[src/rtl/keypad_scanner.sv]
// 4x4 keypad scanner: drives rows one-hot, synchronizes and debounces the columns,
// and latches the first accepted key with a one-cycle new-key strobe.
module keypad_scanner #(
  parameter int unsigned SCAN_DIV        = 1000,
  parameter int unsigned DEBOUNCE_CYCLES = 20000
) (
  input  logic       clk,
  input  logic       reset,
  input  logic [3:0] col,
  output logic [3:0] row,
  output logic [3:0] key_row,
  output logic [3:0] key_col,
  output logic       key_valid,
  output logic       key_pulse
);

  localparam int unsigned DivW = (SCAN_DIV > 1) ? $clog2(SCAN_DIV) : 1;
  localparam int unsigned DebW = (DEBOUNCE_CYCLES > 1) ? $clog2(DEBOUNCE_CYCLES) : 1;
  localparam logic [DivW-1:0] DivMax = DivW'(SCAN_DIV - 1);
  localparam logic [DebW-1:0] DebMax = DebW'(DEBOUNCE_CYCLES - 1);

  typedef enum logic [1:0] {StScan, StDebounce, StHeld, StRelease} state_e;

  state_e          state_q, state_d;
  logic [3:0]      col_m_q, col_s_q;
  logic [DivW-1:0] div_q, div_d;
  // Shared by press debounce and release debounce; the two never overlap.
  logic [DebW-1:0] cnt_q, cnt_d;
  logic [3:0]      row_q, row_d;
  logic [3:0]      cand_row_q, cand_row_d;
  logic [3:0]      cand_col_q, cand_col_d;
  logic [3:0]      key_row_q, key_row_d;
  logic [3:0]      key_col_q, key_col_d;
  logic            key_valid_q, key_valid_d;
  logic            key_pulse_q, key_pulse_d;

  logic            col_onehot;
  logic [3:0]      row_next;

  assign col_onehot = (col_s_q != 4'd0) && ((col_s_q & (col_s_q - 4'd1)) == 4'd0);
  assign row_next   = {row_q[2:0], row_q[3]};

  always_ff @(posedge clk or negedge reset) begin
    if (!reset) begin
      col_m_q     <= 4'd0;
      col_s_q     <= 4'd0;
      state_q     <= StScan;
      div_q       <= '0;
      cnt_q       <= '0;
      row_q       <= 4'b0001;
      cand_row_q  <= 4'd0;
      cand_col_q  <= 4'd0;
      key_row_q   <= 4'd0;
      key_col_q   <= 4'd0;
      key_valid_q <= 1'b0;
      key_pulse_q <= 1'b0;
    end else begin
      col_m_q     <= col;
      col_s_q     <= col_m_q;
      state_q     <= state_d;
      div_q       <= div_d;
      cnt_q       <= cnt_d;
      row_q       <= row_d;
      cand_row_q  <= cand_row_d;
      cand_col_q  <= cand_col_d;
      key_row_q   <= key_row_d;
      key_col_q   <= key_col_d;
      key_valid_q <= key_valid_d;
      key_pulse_q <= key_pulse_d;
    end
  end

  always_comb begin
    state_d     = state_q;
    div_d       = div_q;
    cnt_d       = cnt_q;
    row_d       = row_q;
    cand_row_d  = cand_row_q;
    cand_col_d  = cand_col_q;
    key_row_d   = key_row_q;
    key_col_d   = key_col_q;
    key_valid_d = key_valid_q;
    key_pulse_d = 1'b0;

    case (state_q)
      StScan: begin
        if (div_q == DivMax) begin
          div_d = '0;
          if (col_onehot) begin
            cand_row_d = row_q;
            cand_col_d = col_s_q;
            cnt_d      = '0;
            state_d    = StDebounce;
          end else begin
            row_d = row_next;
          end
        end else begin
          div_d = div_q + DivW'(1);
        end
      end

      StDebounce: begin
        if (col_s_q != cand_col_q) begin
          div_d   = '0;
          state_d = StScan;
        end else if (cnt_q == DebMax) begin
          key_row_d   = cand_row_q;
          key_col_d   = cand_col_q;
          key_valid_d = 1'b1;
          key_pulse_d = 1'b1;
          state_d     = StHeld;
        end else begin
          cnt_d = cnt_q + DebW'(1);
        end
      end

      StHeld: begin
        if (col_s_q == 4'd0) begin
          cnt_d   = '0;
          state_d = StRelease;
        end
      end

      StRelease: begin
        if (col_s_q != 4'd0) begin
          state_d = StHeld;
        end else if (cnt_q == DebMax) begin
          key_valid_d = 1'b0;
          row_d       = row_next;
          div_d       = '0;
          state_d     = StScan;
        end else begin
          cnt_d = cnt_q + DebW'(1);
        end
      end

      default: state_d = StScan;
    endcase
  end

  assign row       = row_q;
  assign key_row   = key_row_q;
  assign key_col   = key_col_q;
  assign key_valid = key_valid_q;
  assign key_pulse = key_pulse_q;

endmodule

[config.mk]
export PLATFORM = sky130hd
export DESIGN_NAME = keypad_scanner
export DESIGN_NICKNAME = d
export VERILOG_FILES = /design/src/rtl/keypad_scanner.sv
export SDC_FILE = /design/constraint.sdc
export NUM_CORES = 1
export LEC_CHECK = 0
export BUFFER_PORTS_ARGS = -buffer_cell sky130_fd_sc_hd__clkbuf_2
export CORE_AREA = 2 2 93 131
export DETAILED_ROUTE_END_ITERATION = 16
export DIE_AREA = 0 0 95 133
export PLACE_DENSITY = 0.5
export SYNTH_ARGS = -nofsm -noshare
export SYNTH_HDL_FRONTEND = slang
export SYNTH_SLANG_ARGS = --single-unit
[constraint.sdc]
create_clock -name clk -period 2.45 [get_ports clk]
set_input_delay 0.245 -clock clk [delete_from_list [all_inputs] [get_ports clk]]
set_output_delay 0.245 -clock clk [all_outputs]
set_load 0.005 [all_outputs]
Word-level counts from Yosys, hierarchy flattened
Cells that the tools add are included.
- add/sub/neg operators: 3
- $mul: 0
- divide/modulo/power cells: 0
- order comparisons: 0
- eq/ne operators: 17
- shift operators: 0
- multiplexer cells: 33
- bitwise operators: 2
- reduce and logical (&&, ||, !) cells: 15
- operator list (kind ; number):
    $mux W15 ; 6
    $pmux W15 S4 ; 1
    $mux W10 ; 4
    $pmux W10 S3 ; 1
    $reduce_and A5 Y1 ; 4
    $ne A2 B2 Y1 const B ; 9
    $mux W4 ; 4
    $add A15 B1 Y15 const B ; 1
    $eq A15 B15 Y1 const B ; 1
    $mux W2 ; 7
    $add A10 B1 Y10 const B ; 1
    $eq A10 B10 Y1 const B ; 1
    $logic_not A4 Y1 ; 2
    $pmux W2 S4 ; 1
    $pmux W4 S2 ; 1
    $mux W1 ; 7
    $ne A3 B3 Y1 const B ; 2
    $reduce_and A3 Y1 ; 2
    $and A4 B4 Y4 ; 1
    $eq A2 B2 Y1 const B ; 2
    $ne A4 B4 Y1 ; 1
    $reduce_and A4 Y1 ; 1
    $reduce_bool A2 Y1 ; 2
    $reduce_bool A4 Y1 ; 1
    other kinds (7) ; 7
- register bits after elaboration: 57
- latch bits: 0
- bits in writable memories: 0
- bits in read-only memories: 0
- input bits: 6
- output and inout port bits: 14
- logic and storage cells: 82
- memories kept: 0

Longest topological paths before layout
- depth after elaboration: 7
- gate-level depth with buffers: 8
- gate-level depth less buffers: 6

Worst setup path before layout
No wires, ideal clock.
- path type: register to register
- start point: reg cnt_q[5]
- end point: reg key_col_q[0], in the netlist key_col[0]
- setup time: 0.125 ns
- arrival time: 1.965 ns
- required time: 2.325 ns
- slack: 0.360 ns
- stages on the path, launching flop included: 7
- path buffers: 2
- clock period less this slack: 2.090 ns
- cells stage by stage: dfrtp_1 buf_2 or4b_4 nor4_4 and3_1 buf_4 mux2_2
- word-level cells in the longest chain between the ends: 2
- RTL lines (what ; line ; text):
    start: declaration ; 28 ; logic [DebW-1:0] cnt_q, cnt_d;
    start signal: assignment ; 62 ; cnt_q <= cnt_d;
    $eq A15 B15 Y1 ; 106 ; end else if (cnt_q == DebMax) begin
    $reduce_and A3 Y1 (no source line) ; -- ;
    end signal: assignment ; 67 ; key_col_q <= key_col_d;
    end: declaration ; 33 ; logic [3:0] key_col_q, key_col_d;
Every way passes these cells.
A chain may end at the register's enable or synchronous reset.

Final worst setup path
- start point: reg cnt_q[6]
- end point: reg row_q[2], in the netlist row[2]
- word-level cells in the longest chain between the ends: 3
- RTL lines (what ; line ; text):
    $eq A15 B15 Y1 ; 127 ; end else if (cnt_q == DebMax) begin
    $ne A2 B2 Y1 (no source line) ; -- ;
    $reduce_and A5 Y1 (no source line) ; -- ;
    end signal: assignment ; 63 ; row_q <= row_d;
    end: declaration ; 29 ; logic [3:0] row_q, row_d;
Every way passes these cells.

==> results.ini <==
[clock_tree]
clkTransAtPathRegs_ns = 0.05
htreeDepth = 3
clock_path_buffers = 2
numClockSinks = 57
cts_setup_buffers = 0
cts_root_buf = clkbuf_16
clk_latency_ns = 0.32
ctsResizeCount = 0
hold_buffers = 0
cts_buffers = 9
cts_tree = built

[sta]
tightest_slew_ns = 0.766
relSlewSlack_pct = 48.9
period_share_pct = 95.5
clock_skew_ns = 0.00629
finalWorstSetupSlack_ns = 0.111
fmax_mhz = 427
hold_violations = 6
finalSetupViolations = 0
whs_ns = -0.0119
rsz0062_at_grt = false
final-max-slew-violation-count = 0
fin_crit_ns = 2.34
fin_tns_setup_ns = 0

[critical_path]
arrival_ns = 2.55
critical_path.endpoint_type = flip-flop
crit_slowest_cell = or4b_4
cp_slowest_stage_delay_ns = 0.56
startpoint_type = flip-flop
critPathMaxFanout = 7
crit_type = reg -> reg
worst-path-buf-inv = 0
cp_top_family = simple AND/OR/NAND/NOR gates
crit_path_cell_trace = or4b_4, nor4_1, and2_1, a31o_2, mux2_2
crit_required_ns = 2.66

[floorplan]
dieWidth_um = 95
dieArea_sq_um = 12600
io_pins = 20
initial_utilization_pct = 24.2
row_count = 47
core_sq_um = 11600
die_h_um = 133

[detailed_routing]
drt_iter0_drc = 168
wl_met3_um = 191
wl_met2_um = 3140
drc_errors = 0
wl_met1_um = 2530
num_vias = 2079
drt_first_pass_iters = 4
top_layer = met4
wl_per_cell_um = 13.9
vias_per_cell = 4.81
drt_wl_total_um = 6020
ant_nets = 0

[hold_path]
hp-class = in -> async

[yosys]
synth_xor_area_share_pct = 1.56
synth-seq-area-share_pct = 50.9
ys_seq_elements = 57
synthTopCellsByArea = dfrtp_1 50%, mux2_2 8.0%, and3_1 2.5%, nor4_4 2.3%, nand3_1 1.8%
synth_cells = 244
synth_most_common_cell = dfrtp_1
yosys.area_share.simple_pct = 21.9
synth_flop_cell = dfrtp_1
syn_avg_cell_area_sq_um = 11.5
mappedNetlistNets = 252
synth_area_sq_um = 2810
synth_compound_area_share_pct = 11.8
async_flop_share_pct = 100
synth_top_area_share_pct = 49.9
synth_fa_ha_area_share_pct = 0.892
synth_top_cell_by_area = dfrtp_1
synth_edf_count = 0
ys_types = 47
yosysWarnings = 0
synth_mux_area_share_pct = 9.50
synth_commonest_cells = 56 x dfrtp_1, 20 x mux2_2, 11 x and3_1
synth_top_family_by_area = simple AND/OR/NAND/NOR gates

[power]
p_leak_nw = 1.59
irDropWorstVdd_uv = 689
p_total_w = 0.00229
power_density_nw_per_um2 = 658

[placed_design]
portBuffers = 19
dp_hpwl_um = 4410
place_ws_ns = 0.127
place_inst = 416
place_congestion = 0.835

[grt]
grt_antenna_before_repair = 0
first_global_vias = 2099
grtUsageTotal_pct = 10.6
grt_pass1_wl_um = 10400
grt_max_degree = 32
overflow = 0

[finish]
antenna-diode-count = 0
fill_cells = 1166
utilization_pct = 30.0
max_flop_register = cnt_q
drive_above_1_share_pct = 29.1
largest_register_ffs = 15
area_growth_pct = 24.0
top_regs = cnt_q: 15 flops, div_q: 10 flops
stdcell_count = 432
fin_nets = 288

[flow_run]
cap_violations = 0

[outcome]
status = complete, but fails checks
violations = hold timing

## final cells by class
class	count	area (sq um)	area share [%]
inverter	10	37.5	1.08
clock inverter	4	50.0	1.44
multi-input combinational	168	1280	36.8
tap	147	184	5.29
clock buffer	12	267	7.66
timing repair buffer	34	233	6.69
sequential	57	1430	41.0
## cells by family (layout without fill, tap and decap cells)
logic type / after synthesis / after routing
multiplexers: 24 / 24
adder cells (fa/ha/maj): 2 / 2
AND/OR/NAND/NOR: 89 / 89
flip-flops: 57 / 57
buffers and inverters: 19 / 60
XOR/XNOR: 5 / 5
AO/OA/AOI/OAI: 48 / 48
## through the flow
step	instance area (sq um)	hold slack (ns)
2_1_floorplan	2810	-0.0506
3_3_place_gp	3160	0.333
3_5_place_dp	3160	0.337
4_1_cts	3480	0.0115
5_1_grt	3480	0.0258
6_report	3480	-0.0119
## power by group
part / internal, W / switching (W) / leakage [nW]
sequential: 0.000950 / 0.00000858 / 0.760
clock: 0.000867 / 0.000423 / 0.151
combinational: 0.0000126 / 0.0000275 / 0.683
## worst reg2reg max path, cell delays in order (launching register included)
cell and delay [ns]:
dfrtp_1 0.43, or4b_4 0.56, nor4_1 0.47, and2_1 0.20, a31o_2 0.22, mux2_2 0.34
## routing by layer
metal  GRT usage (%)  vias up
li1                -     1000
met1            12.5     1019
met2            17.7       45
met3            2.22       15
met4            5.56        0
met5               0        -
## path summary, 6_finish.rpt
kind	start	endpoint	slack, ns	depth (start not counted)
max	cnt_q[6]	row[2]	0.11	5
min	reset	cnt_q[4]	-0.01	1
max reg2reg	cnt_q[6]	row[2]	0.11	5
min reg2reg	col_m_q[0]	col_s_q[0]	0.35	0
max in group asynchronous	reset	key_col[3]	1.84	2
min in group clk	col[1]	col_m_q[1]	0.03	1
## cell usage in the layout, fill, tap and decap left out, types with 3 or more instances in the layout
cell and count:
a31oi_1 5, clkbuf_2 19, clkbuf_16 9, mux2i_1 3
nand2_1 9, nor4b_1 3, clkbuf_8 3, and2_1 3
a211o_1 5, dfrtp_1 56, o21ai_0 10, or2_2 3
nor3b_1 3, inv_1 10, nand4_1 6, a21oi_1 9
nor4_4 3, nor4_1 3, nor3_1 6, o31ai_1 6
buf_4 13, xor2_1 5, mux2_2 20, nand2b_1 7
and3_1 11, or3_1 6, o211ai_1 3, o311ai_0 3
nand3_1 10, or4_1 4
(Power assumes the default switching activity.)
